==> config.mk <==
export PLATFORM = sky130hd
export DESIGN_NAME = eu_iqueue
export DESIGN_NICKNAME = d
export VERILOG_FILES = /design/src/rtl/eu_iqueue.sv
export SDC_FILE = /design/constraint.sdc
export NUM_CORES = 1
export LEC_CHECK = 0
export CORE_MARGIN = 8
export CORE_UTILIZATION = 35
export DETAILED_ROUTE_END_ITERATION = 10
export PLACE_DENSITY_LB_ADDON = 0.2
export SLEW_MARGIN = 40
export SYNTH_ARGS = -nofsm -noshare
export SYNTH_HDL_FRONTEND = slang
export SYNTH_SLANG_ARGS = --single-unit
==> constraint.sdc <==
create_clock -name clk -period 2.5 [get_ports clk]
set_clock_uncertainty 0.15 [all_clocks]
set_input_delay 0.375 -clock clk [delete_from_list [all_inputs] [get_ports clk]]
set_output_delay 0.375 -clock clk [all_outputs]
set_load 0.02 [all_outputs]
==> src/rtl/eu_iqueue.sv <==
// ============================================================================
// eu_iqueue -- per-execution-unit instruction queue
//
// Buffers decoded type_iqueue_entry words with their operand-kind flags.
// The oldest entry is shown as the current instruction, and it retires when
// the downstream operand pre-population stage reports a dispatch. A new-head
// pulse marks instruction boundaries. A saturating head-stall counter feeds
// the perf logic.
//
// Optional feature macro: EU_IQUEUE_BYPASS_EN
//   Defined   : when the queue is empty, an incoming entry goes straight to
//               the head outputs in the same cycle. If it is dispatched in
//               that cycle, it is never written into storage.
//   Undefined : an entry reaches the head one cycle after it is pushed.
//
// Ports:
//   clk, reset              clock, synchronous active-high reset
//   enq_valid_i/enq_ready_o enqueue handshake
//   enq_instr_i, enq_op*_i  entry payload and operand-kind flags
//   flush_i                 discard every entry (has highest priority)
//   dispatch_i              downstream consumed the head
//   head_valid_o            head outputs hold a live entry
//   current_instr_o, op*_o  head entry and flags (zero while not valid)
//   new_head_o              first cycle a head entry is presented
//   count_o                 occupancy
//   stall_cnt_o             consecutive cycles the head waited undispatched
// ============================================================================

package eu_iqueue_pkg;
    typedef struct packed {
        logic [7:0]  opcode;
        logic [5:0]  dst;
        logic [5:0]  src0;
        logic [5:0]  src1;
        logic [15:0] imm;
    } type_iqueue_entry;

    localparam int IQ_ENTRY_W = $bits(type_iqueue_entry);
endpackage

module eu_iqueue
    import eu_iqueue_pkg::*;
#(
    parameter int EU_IDX  = 0,
    parameter int DEPTH   = 4,
    parameter int STALL_W = 8
) (
    input  logic                         clk,
    input  logic                         reset,
    input  logic                         enq_valid_i,
    output logic                         enq_ready_o,
    input  logic [IQ_ENTRY_W-1:0]        enq_instr_i,
    input  logic                         enq_op0_isreg_i,
    input  logic                         enq_op0_isforeign_i,
    input  logic                         enq_op1_isreg_i,
    input  logic                         enq_op1_isforeign_i,
    input  logic                         flush_i,
    input  logic                         dispatch_i,
    output logic                         head_valid_o,
    output logic [IQ_ENTRY_W-1:0]        current_instr_o,
    output logic                         op0_isreg_o,
    output logic                         op0_isforeign_o,
    output logic                         op1_isreg_o,
    output logic                         op1_isforeign_o,
    output logic                         new_head_o,
    output logic [$clog2(DEPTH+1)-1:0]   count_o,
    output logic [STALL_W-1:0]           stall_cnt_o
);

    localparam int PTR_W = $clog2(DEPTH);
    localparam int CNT_W = $clog2(DEPTH+1);

    typedef struct packed {
        logic [IQ_ENTRY_W-1:0] instr;
        logic                  op0_isreg;
        logic                  op0_isforeign;
        logic                  op1_isreg;
        logic                  op1_isforeign;
    } slot_t;

    slot_t              mem_q [DEPTH];
    logic [PTR_W-1:0]   rd_ptr_q, rd_ptr_d;
    logic [PTR_W-1:0]   wr_ptr_q, wr_ptr_d;
    logic [CNT_W-1:0]   count_q, count_d;
    logic [STALL_W-1:0] stall_cnt_q, stall_cnt_d;
    logic               new_head_q, new_head_d;

    slot_t enq_slot;
    slot_t head_slot;
    logic  stored_valid;
    logic  bypass_hit;
    logic  push;
    logic  pop;

    assign enq_slot = '{instr:         enq_instr_i,
                        op0_isreg:     enq_op0_isreg_i,
                        op0_isforeign: enq_op0_isforeign_i,
                        op1_isreg:     enq_op1_isreg_i,
                        op1_isforeign: enq_op1_isforeign_i};

    assign stored_valid = (count_q != '0);
    assign enq_ready_o  = (count_q < CNT_W'(DEPTH));

`ifdef EU_IQUEUE_BYPASS_EN
    // An empty queue exposes the incoming entry directly at the head.
    assign bypass_hit = !stored_valid && enq_valid_i && !flush_i;
`else
    assign bypass_hit = 1'b0;
`endif

    // A bypassed entry that is dispatched in the same cycle is never stored.
    assign push = enq_valid_i && enq_ready_o && !flush_i && !(bypass_hit && dispatch_i);
    // Dispatch with no stored entry is ignored. A bypassed entry never needs a pop.
    assign pop  = dispatch_i && stored_valid && !flush_i;

    always_comb begin
        // NOTE: every always_comb output gets a default first, so no path can infer a latch.
        head_slot = '0;
        if (bypass_hit) begin
            head_slot = enq_slot;
        end else if (stored_valid) begin
            head_slot = mem_q[rd_ptr_q];
        end
    end

    assign head_valid_o    = stored_valid || bypass_hit;
    assign current_instr_o = head_slot.instr;
    assign op0_isreg_o     = head_slot.op0_isreg;
    assign op0_isforeign_o = head_slot.op0_isforeign;
    assign op1_isreg_o     = head_slot.op1_isreg;
    assign op1_isforeign_o = head_slot.op1_isforeign;
    assign new_head_o      = new_head_q || bypass_hit;
    assign count_o         = count_q;
    assign stall_cnt_o     = stall_cnt_q;

    always_comb begin
        rd_ptr_d    = rd_ptr_q;
        wr_ptr_d    = wr_ptr_q;
        count_d     = count_q;
        stall_cnt_d = stall_cnt_q;
        new_head_d  = 1'b0;

        if (flush_i) begin
            rd_ptr_d    = '0;
            wr_ptr_d    = '0;
            count_d     = '0;
            stall_cnt_d = '0;
        end else begin
            // DEPTH is a power of two, so the pointers wrap naturally.
            if (push) wr_ptr_d = wr_ptr_q + PTR_W'(1);
            if (pop)  rd_ptr_d = rd_ptr_q + PTR_W'(1);

            case ({push, pop})
                2'b10:   count_d = count_q + CNT_W'(1);
                2'b01:   count_d = count_q - CNT_W'(1);
                default: count_d = count_q;
            endcase

            // A bypassed head was already announced combinationally, so it
            // gets no second pulse.
            new_head_d = (push && !pop && !stored_valid && !bypass_hit) ||
                         (pop && (count_d != '0));

            if (pop || !stored_valid) begin
                stall_cnt_d = '0;
            end else if (!dispatch_i && !(&stall_cnt_q)) begin
                stall_cnt_d = stall_cnt_q + STALL_W'(1);
            end
        end
    end

    always_ff @(posedge clk) begin
        // NOTE: sequential state uses non-blocking assignments only, so every flop samples pre-edge values.
        if (reset) begin
            rd_ptr_q    <= '0;
            wr_ptr_q    <= '0;
            count_q     <= '0;
            stall_cnt_q <= '0;
            new_head_q  <= 1'b0;
        end else begin
            rd_ptr_q    <= rd_ptr_d;
            wr_ptr_q    <= wr_ptr_d;
            count_q     <= count_d;
            stall_cnt_q <= stall_cnt_d;
            new_head_q  <= new_head_d;
        end
    end

    // NOTE: the storage array is deliberately not reset; count_q gates every read, so stale contents are never visible.
    always_ff @(posedge clk) begin
        if (push) begin
            mem_q[wr_ptr_q] <= enq_slot;
        end
    end

    a_no_dispatch_when_empty: assert property (@(posedge clk) disable iff (reset)
        !(dispatch_i && !head_valid_o && !flush_i))
        else $error("eu_iqueue[%0d]: dispatch_i asserted with no head entry", EU_IDX);

endmodule

==> impl_metrics.prom <==
# TYPE chip_impl_metric gauge
chip_impl_metric{name="place_hpwl",unit="um"} 10360
chip_impl_metric{name="cts_buffer_depth",unit=""} 3
chip_impl_metric{name="detail_route.vias_per_cell",unit=""} 4.889
chip_impl_metric{name="maxSlewViolCount",unit=""} 0
chip_impl_metric{name="synth_compound_gate_area_share",unit="%"} 1.642
chip_impl_metric{name="fin_ws",unit="ns"} -0.01327
chip_impl_metric{name="via_total_after_detailed_routing",unit=""} 4200
chip_impl_metric{name="final_net_count",unit=""} 617
chip_impl_metric{name="global_route_wire_length_before_repair",unit="um"} 26810
chip_impl_metric{name="swShare",unit="%"} 20.35
chip_impl_metric{name="post-route-min-period",unit="ns"} 2.513
chip_impl_metric{name="finalSetupViolCount",unit=""} 10
chip_impl_metric{name="cell_internal_pwr",unit="uW"} 5698
chip_impl_metric{name="area_growth_syn_to_layout",unit="%"} 33.15
chip_impl_metric{name="clkTransAtPathRegs",unit="ns"} 0.05
chip_impl_metric{name="max_slew.worst_pin.slew",unit="ns"} 0.3204
chip_impl_metric{name="grt_start_max_net_pins",unit=""} 29
chip_impl_info{name="grt_setup_unrepaired",value="true"} 1
chip_impl_info{name="worst_setup_start_kind",value="flip-flop"} 1
chip_impl_metric{name="finalWeightedCongestion",unit=""} 0.7685
chip_impl_info{name="synth_area_leader_cell",value="sky130_fd_sc_hd__edfxtp_1"} 1
chip_impl_metric{name="synth-seq-area-share",unit="%"} 73.56
chip_impl_metric{name="final_cells",unit=""} 859
chip_impl_metric{name="grt_antenna_before_repair",unit=""} 0
chip_impl_metric{name="initial_core_utilization",unit="%"} 35.45
chip_impl_metric{name="clock_network_latency_to_the_later_pin_of_the_worst_skew_pair",unit="ns"} 0.49
chip_impl_metric{name="cts-buffers-inserted",unit=""} 23
chip_impl_metric{name="yosysTopAreaCellShare",unit="%"} 69.05
chip_impl_metric{name="critPathMaxFanout",unit=""} 6
chip_impl_metric{name="antenna_left",unit=""} 0
chip_impl_metric{name="yosysWarningCount",unit=""} 0
chip_impl_metric{name="detailedRoute.firstIterationViolations",unit=""} 327
chip_impl_metric{name="syn-num-nets",unit=""} 460
chip_impl_info{name="tritoncts",value="built"} 1
chip_impl_metric{name="timing.reg2reg.setup_slack",unit="ns"} 0.14
chip_impl_metric{name="synthesis.area_per_instance",unit="um2"} 19.95
chip_impl_metric{name="max-slew-margin-rel",unit="%"} 78.64
chip_impl_metric{name="syn-instance-count",unit=""} 401
chip_impl_metric{name="drt-pass1-iter-count",unit=""} 4
chip_impl_metric{name="first_global_vias",unit=""} 4655
chip_impl_metric{name="synth-edff-count",unit=""} 184
chip_impl_metric{name="fp.dieH",unit="um"} 167.2
chip_impl_metric{name="finalHoldViolations",unit=""} 0
chip_impl_metric{name="synth_cell_type_count",unit=""} 43
chip_impl_metric{name="design.portCount",unit=""} 111
chip_impl_metric{name="synth_async_sr_flop_share",unit="%"} 0
chip_impl_metric{name="fp.dieArea",unit="um2"} 27960
chip_impl_metric{name="multiplexer_fraction_of_the_synthesized_cell_area",unit="%"} 13.85
chip_impl_metric{name="worst_ep_required_time",unit="ns"} 1.98
chip_impl_metric{name="ys_ff_latch",unit=""} 202
chip_impl_info{name="clockRootBuffer",value="sky130_fd_sc_hd__clkbuf_16"} 1
chip_impl_metric{name="synthAdderAreaFrac",unit="%"} 1.345
chip_impl_metric{name="floorplan.core_area",unit="um2"} 22570
chip_impl_metric{name="p_per_area",unit="nW/um2"} 671.5
chip_impl_metric{name="fillers",unit=""} 1960
chip_impl_metric{name="detail_route.wirelength",unit="um"} 16990
chip_impl_metric{name="pwr-share-comb",unit="%"} 7.0
chip_impl_metric{name="worstPathArrival",unit="ns"} 1.99
chip_impl_metric{name="rows",unit=""} 55
chip_impl_metric{name="vdd.ir_drop.worst",unit="mV"} 0.4498
chip_impl_metric{name="remaining_drc_errors",unit=""} 0
chip_impl_info{name="synth_top_family_by_area",value="multiplexers"} 1
chip_impl_info{name="crit_path_end_kind",value="output port"} 1
chip_impl_metric{name="gr-usage-all-layers",unit="%"} 12.16
chip_impl_metric{name="achievable-frequency",unit="MHz"} 397.9
chip_impl_metric{name="place.port_buffers",unit=""} 110
chip_impl_metric{name="synth_simple_gate_area_share",unit="%"} 6.974
chip_impl_metric{name="die_w",unit="um"} 167.2
chip_impl_info{name="criticalPathCategory",value="reg2out"} 1
chip_impl_metric{name="numClockSinks",unit=""} 202
chip_impl_metric{name="power.clock.fraction",unit="%"} 40.6
chip_impl_metric{name="drive_above_1_share",unit="%"} 37.11
chip_impl_metric{name="h_tree_levels",unit=""} 1
chip_impl_metric{name="antenna_cells",unit=""} 0
chip_impl_info{name="synthFlopType",value="sky130_fd_sc_hd__edfxtp_1"} 1
chip_impl_info{name="run_status",value="finished, violations left"} 1
chip_impl_metric{name="relative_contribution_of_sequential_cells_to_total_power",unit="%"} 52.4
chip_impl_metric{name="whs",unit="ns"} 0.3395
chip_impl_metric{name="wl_per_cell",unit="um"} 19.77
chip_impl_info{name="violations",value="negative setup slack"} 1
chip_impl_metric{name="yosys.area_share.xor_xnor",unit="%"} 0.3284
chip_impl_metric{name="timing.final.crit_share",unit="%"} 100.5
chip_impl_metric{name="p_sw",unit="uW"} 1456
chip_impl_metric{name="cellLeakagePower",unit="uW"} 0.003567
chip_impl_metric{name="dp_cells",unit=""} 801
chip_impl_metric{name="drv.max_cap_violation_count",unit=""} 0
chip_impl_info{name="hold_path.class",value="reg2reg"} 1
chip_impl_info{name="synth_top_cells_by_area",value="sky130_fd_sc_hd__edfxtp_1, sky130_fd_sc_hd__mux4_2, sky130_fd_sc_hd__dfxtp_1"} 1
chip_impl_metric{name="grt_remaining_overflow",unit=""} 0
chip_impl_metric{name="syn-cell-area",unit="um2"} 8001
==> worst paths after layout <==
check / startpoint / endpoint / cells after the start
max reg2reg: count_o[2] / new_head_o / 10
max: flip-flop / current_instr_o[4] / 5
min reg2reg: rd_ptr_q[1] / flip-flop / 2
min: rd_ptr_q[1] / flip-flop / 2
==> critical path, stage by stage, from the launching register on <==
cell,delay [ns]
sky130_fd_sc_hd__dfxtp_4,0.44
sky130_fd_sc_hd__buf_12,0.16
sky130_fd_sc_hd__buf_12,0.12
sky130_fd_sc_hd__mux4_2,0.49
sky130_fd_sc_hd__and2_4,0.18
sky130_fd_sc_hd__buf_6,0.12
==> placed cells by master (no fill, tap or decap), types with 2 or more instances in the layout <==
cell / count
sky130_fd_sc_hd__edfxtp_1: 184
sky130_fd_sc_hd__clkdlybuf4s50_1: 63
sky130_fd_sc_hd__mux4_2: 46
sky130_fd_sc_hd__buf_6: 43
sky130_fd_sc_hd__and2_4: 41
sky130_fd_sc_hd__clkbuf_16: 23
sky130_fd_sc_hd__buf_12: 20
sky130_fd_sc_hd__buf_4: 17
sky130_fd_sc_hd__dfxtp_1: 14
sky130_fd_sc_hd__clkbuf_1: 10
sky130_fd_sc_hd__inv_1: 9
sky130_fd_sc_hd__a21oi_1: 8
sky130_fd_sc_hd__ha_1: 7
sky130_fd_sc_hd__and2_1: 5
sky130_fd_sc_hd__nand3_1: 5
sky130_fd_sc_hd__nor3_1: 5
sky130_fd_sc_hd__mux2i_1: 5
sky130_fd_sc_hd__nand2_1: 4
sky130_fd_sc_hd__and2_2: 4
sky130_fd_sc_hd__nor2_1: 4
sky130_fd_sc_hd__clkinv_1: 4
sky130_fd_sc_hd__buf_2: 4
sky130_fd_sc_hd__nor2b_1: 3
sky130_fd_sc_hd__a211oi_1: 3
sky130_fd_sc_hd__nand3b_1: 3
sky130_fd_sc_hd__dfxtp_2: 3
sky130_fd_sc_hd__clkinv_2: 3
sky130_fd_sc_hd__and3_1: 2
sky130_fd_sc_hd__xor2_1: 2
sky130_fd_sc_hd__nand2b_1: 2
sky130_fd_sc_hd__o21ai_0: 2
sky130_fd_sc_hd__o31ai_1: 2
sky130_fd_sc_hd__or3_1: 2
==> layer usage <==
layer,track usage (%),wire length (um)
met1,15.06,7276
met2,21.21,8630
met3,2.610,834
met4,3.339,245
met5,0,0
==> logic make-up after synthesis <==
group | count (synthesis)
AOI/OAI and AO/OA | 20
xor gates and xnor gates | 3
adders and majority gates | 8
buffers and inverters | 27
DFF | 202
muxes | 51
and+or+nand+nor | 90
==> through the flow <==
step	setup WS [ns]	utilization (%)	TNS [ns]	area (um2)	total power [uW]
2_1_floorplan	-0.05422	-	-0.05422	8009	4013
3_3_place_gp	-0.1842	42.75	-0.2417	9649	4267
3_5_place_dp	-0.2429	42.75	-0.3675	9649	4277
4_1_cts	-0.1272	47.10	-1.457	10630	7235
5_1_grt	-0.08510	47.20	-1.687	10650	7429
6_report	-0.01327	47.20	-0.06541	10650	7154
==> cell type report <==
cell class	count	area, um2	share of cell area, %
Tap cell	285	356.6	3.347
Clock inverter	8	37.54	0.3523
Timing Repair Buffer	149	1687	15.83
Multi-Input combinational cell	172	2029	19.05
Sequential cell	202	5893	55.31
Inverter	10	37.54	0.3523
Clock buffer	33	613.1	5.755
==> synthesized netlist by cell type (all sizes together), types with 3 or more instances <==
| cell | number |
|---|---|
| nor3 | 7 |
| nand3b | 3 |
| nor2b | 3 |
| mux2i | 5 |
| mux4 | 46 |
| nor2 | 4 |
| a21oi | 8 |
| clkbuf | 7 |
| dfxtp | 18 |
| buf | 10 |
| ha | 7 |
| edfxtp | 184 |
| inv | 10 |
| nand2 | 4 |
| nand3 | 5 |
| a211oi | 3 |
| and2 | 50 |
==> power by group through the flow <==
stage | registers (uW) | clock network, uW | logic [uW]
3_3_place_gp | 3810 | 0 | 452
4_1_cts | 3750 | 2990 | 496
2_1_floorplan | 3820 | 0 | 193
3_5_place_dp | 3820 | 0 | 458
5_1_grt | 3750 | 3140 | 539
6_report | 3750 | 2900 | 502
==> state kept, by name, indices dropped and copies added, names as in the netlist, named ones only <==
name,cells
wr_ptr_q,2
stall_cnt_o,8
mem_q,184
rd_ptr_q,2
new_head_o,1
count_o,3
==> repair_timing <==
item,CTS,global route
buffers inserted,15,2
setup endpoints to repair,47,42
hold buffers,0,0
gates cloned,3,0
gates resized for setup,285,35
pin swaps,0,1
(Power assumes the default switching activity.)
==> RTL change 1, RTL diff (same settings) <==
Add a define of `EU_IQUEUE_BYPASS_EN`.
--- a/src/rtl/eu_iqueue.sv
+++ b/src/rtl/eu_iqueue.sv
@@ -27,2 +27,4 @@
 // ============================================================================
+
+`define EU_IQUEUE_BYPASS_EN
 
Formal check against the unedited RTL: not equivalent (a bounded check fails within 4 cycles, from zero or initial values).
==> RTL change 1 against the unedited design <==
  * Wire length rose by 8.6%
  * Setup slack better by 0.027 ns
  * Hold slack better by 0.034 ns
  * Sequential cell count is the same
  * Area after synthesis grew 2.3%
  * Critical endpoint is now current_instr_o[24]
  * Largest power group unchanged
  * Synthesized cell count grew 24%
  * Clock power rose by 2%
  * Cell count increased by 14%
  * Final area increased by 3.1%
  * Total power up 1.9%
==> RTL change 1: results (changes against the unedited design) <==
main area contributors after synthesis -> edfxtp_1, mux4_2, dfxtp_1 (unchanged)
worst stage delay on the critical path -> 0.52 ns (was 0.49 ns)
Post-Synth Adder-Cell Area -> 1.31% (was 1.34%)
PortBufs -> 110 (unchanged)
status -> complete, no violations (was complete, but fails checks)
DP Wirelength -> 11,300 um (was 10,400 um)
worst path arrival time -> 1.96 ns (was 1.99 ns)
vias in the first global route -> 5,120 (was 4,655)
DR pass1 iterations -> 4 (unchanged)
Hold WS -> 0.374 ns (was 0.339 ns)
all-layer global routing usage -> 13.1% (was 12.2%)
reg2reg end -> new_head_q$_SDFF_PP0_ (was new_head_o$_SDFF_PP0_)
Critical-path top delay cell -> mux4_2 (unchanged)
Most used DFF post-synth -> edfxtp_1 (unchanged)
yosys warns -> 0 (unchanged)
reg2reg start -> count_o[2]$_SDFF_PP0_ (unchanged)
Hold Crit Depth -> 2 (unchanged)
Sw Ratio -> 21.2% (was 20.4%)
Worst-Skew Late Latency -> 0.49 ns (about the same)
met1 Use GR -> 17.0% (was 15.1%)
complex-gate fraction of the synthesized area -> 1.04% (was 1.64%)
first-pass GRT wire length -> 29,200 um (was 26,800 um)
Peak VDD IR -> 0.372 mV (was 0.450 mV)
max-slew violations -> 0 (unchanged)
Nets -> 706 (was 617)
CP top delay family -> multiplexers (unchanged)
hold_sp -> rd_ptr_q[1]$_SDFFE_PP0P_ (unchanged)
r2r setup slk -> 0.14 ns (about the same)
asr flop ratio synth -> 0% (unchanged)
routed via count -> 4,736 (was 4,200)
initial antenna violation count -> 0 (unchanged)
layout cells sized above 1 -> 33.7% (was 37.1%)
clock-pin slew on the worst setup and hold paths -> 0.06 ns
EDFF count, synth -> 184 (unchanged)
GRT met2 Usage -> 21.9% (was 21.2%)
commonest cells in the netlist -> edfxtp_1, nand2_1, nand3_1 (was edfxtp_1, and2_1, mux4_2)
CP max FO -> 7 (was 6)
H-tree Lvls -> 1 (unchanged)
Reg2Reg Depth -> 10 (unchanged)
TritonCTS Buffers -> 21 (was 23)
largest reg by FF count -> mem_q (unchanged)
largest net degree at the start of global routing -> 26 (was 29)
met3 GRT Util -> 3.05% (was 2.61%)
sequential group power -> 3.73 mW
synth unique cells -> 39 (was 43)
Mapped Nets -> 558 (was 460)
Hold Path Class -> flip-flop to flip-flop (unchanged)
combinational gate power -> 0.612 mW (was 0.502 mW)
max reg flops -> 184 (unchanged)
maximum root-to-sink buffer count -> 3 (unchanged)
mux share of post-synthesis cell area -> 12.9% (was 13.9%)
Seq/Total Area, Yosys -> 71.9% (was 73.6%)
CTS root buf -> clkbuf_16 (unchanged)
GPL Wtd Cong -> 0.798 (was 0.769)
leakage power -> 3.80 nW (was 3.57 nW)
Iter 0 DRT Violations -> 237 (was 327)
final WL -> 18,400 um (was 17,000 um)
synthesized-area fraction occupied by xor and xnor cells -> 0.856% (was 0.328%)
Slew HR -> 68.1% (was 78.6%)
==> RTL change 1: cell type report <==
| type | instances | area [sq um] |
|---|---|---|
| Fill cell | 1972 | 12200 |
| Sequential cell | 202 | 5900 |
| Multi-Input combinational cell | 261 | 2280 |
| Tap cell | 319 | 399 |
| Clock buffer | 28 | 582 |
| Timing Repair Buffer | 152 | 1710 |
| Clock inverter | 10 | 82.6 |
| Inverter | 9 | 33.8 |
| Antenna cell | 1 | 2.50 |
==> RTL change 1: worst max path at each step <==
stage                       endpoint       start  slack [ns]  cells past startpoint
5_1_grt          current_instr_o[32]   flip-flop       -0.06                      6
4_1_cts              op1_isforeign_o   flip-flop       -0.06                      7
6_report         current_instr_o[24]   flip-flop        0.01                      6
2_1_floorplan  new_head_q$_SDFF_PP0_  dispatch_i        0.01                     10
3_5_place_dp   new_head_q$_SDFF_PP0_     flush_i       -0.29                     11
3_3_place_gp   new_head_q$_SDFF_PP0_     flush_i       -0.23                     11
==> RTL change 1: timing repair <==
action,4_1_cts,5_1_grt
endpoints found under the setup margin,46,48
gates resized for setup,216,86
hold buffers,0,0
pin swaps,9,27
setup buffers,8,1
gates cloned,3,1
==> RTL change 1: through the flow <==
stage | setup TNS [ns] | power, mW | worst slack (ns) | std cells | area (sq um)
finish | 0 | 7.29 | 0.0134 | 982 | 11000
global route | -1.09 | 7.55 | -0.0611 | 981 | 11000
CTS | -0.604 | 7.33 | -0.0633 | 981 | 10800
detailed placement | -10.47 | 4.39 | -0.290 | 932 | 10100
global placement | -8.96 | 4.38 | -0.234 | 932 | 10100
floorplan | 0 | 4.04 | 0.0122 | 499 | 8190
==> RTL change 1: routing by layer <==
metal	routed length, um	vias up
li1	-	2215
met1	8290	2400
met2	8870	98
met3	998	23
met4	283	0
met5	0	-
==> RTL change 2, RTL diff (same flow settings) <==
Without the edit above. Reset style: asynchronous (`reset`), changed in one clocked block. Comments in the files are not updated.
--- a/src/rtl/eu_iqueue.sv
+++ b/src/rtl/eu_iqueue.sv
@@ -171,3 +171,3 @@
 
-    always_ff @(posedge clk) begin
+    always_ff @(posedge clk or posedge reset) begin
         // NOTE: sequential state uses non-blocking assignments only, so every flop samples pre-edge values.
Check against the original RTL: differs if reset is asserted again (counterexample within 4 cycles, from zero or initial values and one cycle with reset high); with reset held inactive, the same outputs for 4 cycles.
==> RTL change 2 against the unedited design <==
  * The flow still finishes with violations (setup timing)
  * Final area is 0.22% lower
  * Wire length is 0.26% lower
  * Global-route usage is 0.65 points higher
  * Sequential cell count is 2 lower
  * Cell count is 2.0% lower
  * Area after synthesis is 1.7% lower
  * Synthesized cell count is 2.7% lower
  * Sequential share of layout area is 0.48 points higher
  * Critical path depth is 1 higher
  * Setup slack worse by 0.096 ns
  * Count of clock-buffer cells in the layout is 16 lower
  * Largest cell class unchanged
  * Highest routed layer unchanged
Power is not compared: it rests on default switching activity, and its combinational part moved more than twofold at a synthesized area within 25%.
==> RTL change 2: results (changes against the unedited design) <==
status -> complete, but fails checks (unchanged)
met3 routed WL -> 694 um (was 834 um)
main area contributors after synthesis -> edfxtp_1, mux4_2, dfrtp_1 (was edfxtp_1, mux4_2, dfxtp_1)
initial antenna violation count -> 0 (unchanged)
Fin Setup TNS -> -1.72 ns (was -0.0654 ns)
Nets -> 603 (was 617)
layout cells sized above 1 -> 39.3% (was 37.1%)
met1 WL -> 6980 um (was 7280 um)
TritonCTS Buffers -> 17 (was 23)
Mapped Nets -> 449 (was 460)
Seq/Total Area, Yosys -> 75.4% (was 73.6%)
Iter 0 DRT Violations -> 194 (was 327)
post-CTS sizing -> 327 (was 285)
GRT met2 Usage -> 22.4% (was 21.2%)
CP top delay family -> buffers and inverters (was multiplexers)
synth unique cells -> 32 (was 43)
asr flop ratio synth -> 8.00% (was 0%)
r2r setup slk -> 0.10 ns (was 0.14 ns)
clock-pin slew on the worst setup and hold paths -> 0.08 ns (was 0.05 ns)
first-pass GRT wire length -> 26,600 um (was 26,800 um)
Worst Tran Pin Value -> 0.665 ns (was 0.320 ns)
Hold WS -> 0.195 ns (was 0.339 ns)
largest net degree at the start of global routing -> 50 (was 29)
worst stage delay on the critical path -> 0.52 ns (was 0.49 ns)
postcts setup bufs -> 13 (was 15)
worst path arrival time -> 2.08 ns (was 1.99 ns)
final WL -> 16,900 um (was 17,000 um)
Worst-Skew Late Latency -> 0.43 ns (was 0.49 ns)
Critical-path top delay cell -> dfrtp_4 (was mux4_2)
maximum root-to-sink buffer count -> 2 (was 3)
GPL Wtd Cong -> 0.774 (was 0.769)
failing checks -> setup timing (unchanged)
commonest cells in the netlist -> edfxtp_1, and2_1, mux4_2 (unchanged)
vias per inst -> 4.83 (was 4.89)
vias in the first global route -> 4,618 (was 4,655)
Yosys top cell area share -> 70.3% (was 69.1%)
met3 GRT Util -> 3.30% (was 2.61%)
all-layer global routing usage -> 12.8% (was 12.2%)
final setup vio count -> 19 (was 10)
Setup WS post-layout -> -0.110 ns (was -0.0133 ns)
==> RTL change 2: cell type report <==
class | count | share of cell area, %
clock buffer | 17 | 4.00
sequential | 200 | 55.8
timing repair buffer | 152 | 17.0
multi-input combinational | 163 | 18.2
inverter | 10 | 0.353
clock inverter | 15 | 1.31
tap | 285 | 3.35
==> RTL change 2: worst paths after layout <==
check                      cells past startpoint                  startpoint                          to
max in group asynchronous                      2                       reset     rd_ptr_q[0]$_DFFE_PP0P_
max reg2reg                                   10        count_o[2]$_DFF_PP0_        new_head_o$_DFF_PP0_
max                                            6     rd_ptr_q[0]$_DFFE_PP0P_         current_instr_o[30]
min reg2reg                                    2  stall_cnt_o[1]$_DFFE_PP0P_  stall_cnt_o[1]$_DFFE_PP0P_
min                                            2                       reset  stall_cnt_o[3]$_DFFE_PP0P_
min in group clk                               1             enq_instr_i[35]      mem_q[0][39]$_DFFE_PP_
==> RTL change 2: kinds of logic (layout without fill, tap and decap cells) <==
group | Yosys count | after routing | synth area share, %
multiplexers | 47 | 47 | 13.3
flip-flops | 200 | 200 | 75.4
adder cells (fa/ha/maj) | 8 | 8 | 1.37
AO/OA/AOI/OAI | 10 | 10 | 0.827
buffers and inverters | 27 | 194 | 1.73
AND/OR/NAND/NOR | 89 | 89 | 6.41
XOR/XNOR | 9 | 9 | 1.00
==> RTL change 2: power by group <==
group	internal, mW	leakage (nW)	switching [mW]
registers	3.76	1.89	0.0344
clock network	1.32	0.270	1.28
logic	0.928	1.49	0.740
==> RTL change 2: per-stage QoR <==
step                cell area (sq um)  setup slack [ns]  std cells
global route                    10600            -0.182        842
floorplan                        7870            0.0507        390
CTS                             10600            -0.141        844
global placement                 9570            -0.126        793
detailed placement               9570            -0.215        793
finish                          10600            -0.110        842
